<file path="config.mk">
export PLATFORM = sky130hd
export DESIGN_NAME = bus_arbiter3
export DESIGN_NICKNAME = d
export VERILOG_FILES = /design/src/rtl/bus_arbiter3.sv
export SDC_FILE = /design/constraint.sdc
export NUM_CORES = 1
export LEC_CHECK = 0
export ABC_AREA = 0
export CAP_MARGIN = 0
export CELL_PAD_IN_SITES_DETAIL_PLACEMENT = 0
export CELL_PAD_IN_SITES_GLOBAL_PLACEMENT = 1
export CORE_MARGIN = 2
export CORE_UTILIZATION = 35
export DETAILED_ROUTE_END_ITERATION = 10
export GPL_ROUTABILITY_DRIVEN = 0
export PLACE_DENSITY = 0.77
export SETUP_SLACK_MARGIN = 0.2
export SYNTH_ARGS = -nofsm -noshare
export SYNTH_HDL_FRONTEND = slang
export SYNTH_SLANG_ARGS = --single-unit
</file>
<file path="constraint.sdc">
create_clock -name I_clk -period 1.25 [get_ports I_clk]
set_input_delay 0.1875 -clock I_clk [delete_from_list [all_inputs] [get_ports I_clk]]
set_output_delay 0.1875 -clock I_clk [all_outputs]
set_load 0.005 [all_outputs]
</file>
<file path="src/rtl/bus_arbiter3.sv">
// bus_arbiter3: three-way arbiter for one shared 32-bit bus path.
// Requesters: 0 = instruction fetch, 1 = load/store, 2 = debug/DMA.
// Its registered O_sel drives the select of the path's 3-input operand mux:
// 00/01/10 pick requester 0/1/2, and 11 means no owner (the mux outputs 0).
// A grant is held until the slave acks or until TIMEOUT_CYCLES grant cycles
// have passed. Every grant is followed by at least one idle turnaround cycle.
//
// Ports:
//   I_clk      in   1  clock, rising edge
//   I_rst      in   1  synchronous reset, active low
//   I_req      in   3  level requests, bit i = requester i
//   I_ack      in   1  slave completion, only looked at while O_busy = 1
//   O_gnt      out  3  one-hot grant, registered, 000 when idle
//   O_sel      out  2  mux select, registered, 11 when idle
//   O_busy     out  1  bus owned
//   O_timeout  out  1  one-cycle pulse after a forced release
module bus_arbiter3 #(
  parameter int unsigned TIMEOUT_CYCLES = 255,
  parameter int unsigned CNT_WIDTH      = 8,
  parameter bit          FIXED_PRIO     = 1'b0
) (
  input  logic       I_clk,
  input  logic       I_rst,
  input  logic [2:0] I_req,
  input  logic       I_ack,
  output logic [2:0] O_gnt,
  output logic [1:0] O_sel,
  output logic       O_busy,
  output logic       O_timeout
);

  typedef enum logic [0:0] {StIdle, StGrant} state_e;

  localparam bit                   TimeoutEn = (TIMEOUT_CYCLES != 0);
  // Only used when TimeoutEn is set, so the wrap for TIMEOUT_CYCLES = 0 is harmless.
  localparam logic [CNT_WIDTH-1:0] CntLast   = CNT_WIDTH'(TIMEOUT_CYCLES - 1);
  localparam logic [1:0]           SelNone   = 2'b11;

  state_e               state_q, state_d;
  logic [2:0]           gnt_q, gnt_d;
  logic [1:0]           sel_q, sel_d;
  logic [1:0]           ptr_q, ptr_d;
  logic                 timeout_q, timeout_d;
  logic [CNT_WIDTH-1:0] cnt_q, cnt_d;

  logic [1:0] scan0, scan1, scan2;
  logic [1:0] winner;
  logic       release_bus;

  // Pointer arithmetic modulo 3. The 2 -> 0 wrap is an explicit compare so
  // the value 3 can never appear.
  function automatic logic [1:0] wrap_inc(input logic [1:0] v);
    return (v == 2'd2) ? 2'd0 : v + 2'd1;
  endfunction

  function automatic logic req_at(input logic [2:0] r, input logic [1:0] idx);
    logic bit_val;
    bit_val = 1'b0;
    unique case (idx)
      2'd0:    bit_val = r[0];
      2'd1:    bit_val = r[1];
      2'd2:    bit_val = r[2];
      default: bit_val = 1'b0;
    endcase
    return bit_val;
  endfunction

  // Winner: first set request scanning ptr, ptr+1, ptr+2 (mod 3).
  always_comb begin
    scan0  = ptr_q;
    scan1  = wrap_inc(scan0);
    scan2  = wrap_inc(scan1);
    winner = scan2;
    if (req_at(I_req, scan0)) begin
      winner = scan0;
    end else if (req_at(I_req, scan1)) begin
      winner = scan1;
    end
  end

  // An ack in the same cycle as the last allowed grant cycle counts as an ack.
  assign release_bus = I_ack || (TimeoutEn && (cnt_q == CntLast));

  always_comb begin
    state_d   = state_q;
    gnt_d     = gnt_q;
    sel_d     = sel_q;
    ptr_d     = ptr_q;
    cnt_d     = cnt_q;
    timeout_d = 1'b0;
    unique case (state_q)
      StIdle: begin
        gnt_d = 3'b000;
        sel_d = SelNone;
        if (|I_req) begin
          state_d = StGrant;
          gnt_d   = 3'b001 << winner;
          sel_d   = winner;
          cnt_d   = '0;
        end
      end
      StGrant: begin
        // Grant is held regardless of I_req; only ack or timeout releases it.
        if (release_bus) begin
          state_d   = StIdle;
          gnt_d     = 3'b000;
          sel_d     = SelNone;
          timeout_d = ~I_ack;
          ptr_d     = FIXED_PRIO ? 2'd0 : wrap_inc(sel_q);
          cnt_d     = '0;
        end else if (TimeoutEn) begin
          cnt_d = cnt_q + 1'b1;
        end
      end
      default: begin
        state_d = StIdle;
        gnt_d   = 3'b000;
        sel_d   = SelNone;
      end
    endcase
  end

  always_ff @(posedge I_clk) begin
    if (!I_rst) begin
      state_q   <= StIdle;
      gnt_q     <= 3'b000;
      sel_q     <= SelNone;
      ptr_q     <= 2'd0;
      timeout_q <= 1'b0;
      cnt_q     <= '0;
    end else begin
      state_q   <= state_d;
      gnt_q     <= gnt_d;
      sel_q     <= sel_d;
      ptr_q     <= ptr_d;
      timeout_q <= timeout_d;
      cnt_q     <= cnt_d;
    end
  end

  assign O_gnt     = gnt_q;
  assign O_sel     = sel_q;
  assign O_busy    = (state_q == StGrant);
  assign O_timeout = timeout_q;

endmodule
</file>
==> results by group <==
Run status
  • Status: complete, but fails checks
  • Failing checks: setup timing

Timing
  • Fmax: ~0.74 GHz
  • RSZ-0062 raised after global routing: true
  • Final Slew Violations: 0
  • Max-Slew Margin vs Limit: between 80% and 90%
  • Hold Fails Final Rpt: 0
  • Final worst slack: -0.1046 ns
  • Final Skew: 0.01067 ns
  • Measured slew at the worst slew-check pin: 0.2963 ns
  • Tmin final: 1.355 ns
  • Fin crit share: 108.4%
  • Setup violators final: 9

Placement
  • PortBufs: 12
  • Post-DP Area: 1261 um^2
  • Dpl ws: -0.4109 ns
  • HPWL after detailed placement: approximately 1900 um

Routing
  • Met1 Wirelength: 1179 um
  • DR WL/cell: about 14 um
  • Drt first pass iters: 4
  • Final ANT Viol Nets: 0
  • WL final: 2637 um
  • DR iter-0 viols: 12
  • DR WL met3: between 100 and 150 um
  • Met2 WL: around 1300 um
  • Highest routed layer: met4
  • Vias: slightly below 1k
  • # DRC: 0
  • Vias per std cell: 5.456

Yosys
  • Asr flop ratio synth: 0%
  • Number of synthesized flops with an enable pin: 0
  • Synth area leaders: dfxtp_1 37%, nand2_1 5.8%, nand3_1 5.0%, a21oi_1 3.9%, a31oi_1 3.4%
  • Distinct cells, synth: 39
  • Most common cell in the netlist: dfxtp_1
  • Sequential fraction of the synthesis area: between 30% and 40%
  • Syn_nets: 114
  • Ys Warns: 0
  • Cell taking the most area after synthesis: dfxtp_1
  • Netlist Area Pre-Place: 909.6 um^2
  • Post-Synthesis Cells: 106
  • Synth Register Bits: 17
  • Yosys top cell area share: ~37%
  • Synth top cells by count: 17 x dfxtp_1, 14 x nand2_1, 9 x nand3_1, 7 x a21oi_1, 5 x a31oi_1
  • Syn Area/Cell: about 8.6 um^2
  • Ys flop type: dfxtp_1

Setup path
  • Worst setup SP type: register
  • CP cell instances: inv_2 -> ha_4 -> nand4_1 -> o21a_1 -> or3_1 -> a21oi_2
  • Crit-path slowest cell: dfxtp_2
  • CP max FO: 2
  • CP endpoint kind: register
  • Max stage delay on crit path: about 0.34 ns
  • Crit path required time: ~1.5 ns
  • CP delay by family, top: simple AND/OR/NAND/NOR gates
  • CP Data Arrival Time: approximately 1.6 ns
  • WP buf/inv: 1
  • Crit Path Class: register to register

GRT
  • GRT Overall Usage: 19.46%
  • Largest net degree at the start of global routing: 11
  • First-pass GRT wire length: 4043 um
  • Initial antenna violation count: 0
  • Grt total ovfl: 0
  • Vias in the first global route: 859

Pwr
  • PwrDens: between 700 and 800 nW/um^2
  • Worst vdd ir: ~0.47 mV
  • Reg power frac: 50.9%
  • Psw: 0.3137 mW
  • Internal: about 0.8 mW
  • Total power: approximately 1.1 mW
  • Clk pwr share: 28.6%
  • P_leak: between 0.5 and 0.6 nW
  • Comb power frac: 20.5%
  • Net Sw Frac: 28.10%

Floorplanning
  • I/O pin total: 13
  • Core footprint: approximately 2500 um^2
  • Die X: 54.98 um
  • Core Rows: 18
  • Die footprint: between 3000 and 4000 um^2
  • Die Ht: 54.98 um
  • Initial Util: around 37%

Cells and area
  • FF/Latch Area: approximately 360 um^2
  • Nets: about 160
  • Multi-input gate area: between 600 and 700 um^2
  • N_diodes: 0
  • Layout cell share with drive strength beyond 1: a little over half
  • Fillers: roughly 230
  • Fin area: about 1400 um^2
  • Core Util, Final: between 50% and 60%
  • Area growth from synthesis to layout: 57.22%

Clock tree
  • CTS root buffer: clkbuf_4
  • Num CTS Buffers: 3
  • Worst-Skew Late Latency: 0.31 ns
  • Cts hold-fix bufs: 0
  • Clk pin slew, worst setup/hold paths: approximately 0.10 ns
  • CTS sink cnt: 17
  • H-tree depth: 1
  • CTS tree: yes
  • CTS Buffer Depth: 2

Job
  • Max Cap Violations: 0

Min path
  • Worst hold-check path type: register to register
-- worst reg2reg max path, delay by kind of cell, from the launching register on --
kind                       cells  cell delay, ns
DFF                            1            0.34
buffers and inverters          1            0.06
AOI/OAI and AO/OA              2            0.33
adders and majority gates      1            0.14
and+or+nand+nor                2            0.41
-- per-layer routing --
layer / up-vias / GRT usage, %
met5: - / 0
met4: 0 / 8.537
met1: 471 / 26.15
met3: 6 / 3.763
li1: 494 / -
met2: 22 / 30.16
-- through the flow --
stage	hold WS, ns	setup TNS, ns	std cells
3_5_place_dp	0.4451	-4.677	169
3_3_place_gp	0.4429	-4.176	169
2_1_floorplan	0.2564	-0.2419	106
5_1_grt	0.4673	-1.536	182
6_report	0.4556	-0.6351	182
4_1_cts	0.4554	-0.6083	181
-- power groups by stage --
stage | sequential (mW) | combinational [mW] | clock [mW]
2_1_floorplan | 0.585 | 0.0850 | 0
3_3_place_gp | 0.586 | 0.192 | 0
3_5_place_dp | 0.585 | 0.197 | 0
4_1_cts | 0.568 | 0.219 | 0.319
5_1_grt | 0.570 | 0.247 | 0.359
6_report | 0.568 | 0.229 | 0.319
-- flip-flops by register name, summed over array words and instances (netlist names) --
signal,flops
O_timeout,1
O_sel,2
O_busy,1
cnt_q,8
ptr_q,2
O_gnt,3
-- layout make-up --
cell class	count	area share, %
Multi-Input combinational cell	83	44.71
Sequential cell	17	25.46
Timing Repair Buffer	45	24.50
Tap cell	30	2.625
Clock buffer	3	1.575
Inverter	3	0.7874
Clock inverter	1	0.3500
-- cell usage in the layout, fill, tap and decap left out, drive strengths merged, types with 4 or more instances in the layout --
master  count
buf        34
dfxtp      17
nand2      14
nand3      10
clkbuf      9
a21oi       8
a31oi       5
nand3b      4
o21ai       4
-- what timing repair did --
item	in CTS	in global routing
resized for setup	38	19
cloned	1	0
setup endpoints to repair	24	23
setup buffers	7	1
hold endpoints to repair	0	0
pin swaps	10	8
-- kinds of logic after synthesis --
kind of cell / Yosys count / synth area share [%]
buf+inv: 7 / 5.776
flops: 17 / 37.41
simple gates: 53 / 34.25
compound gates: 26 / 18.71
fa+ha+maj: 2 / 2.751
mux: 1 / 1.100
-- worst paths after layout --
path | end | startpoint | depth (start not counted) | slack (ns)
setup / recovery | ptr_q[0] | cnt_q[0] | 6 | -0.10
hold / removal | O_gnt[0] | O_gnt[0] | 2 | 0.46
hold reg to reg | O_gnt[0] | O_gnt[0] | 2 | 0.46
setup reg to reg | ptr_q[0] | cnt_q[0] | 6 | -0.10
No activity file was read; power rests on OpenSTA's default activity.
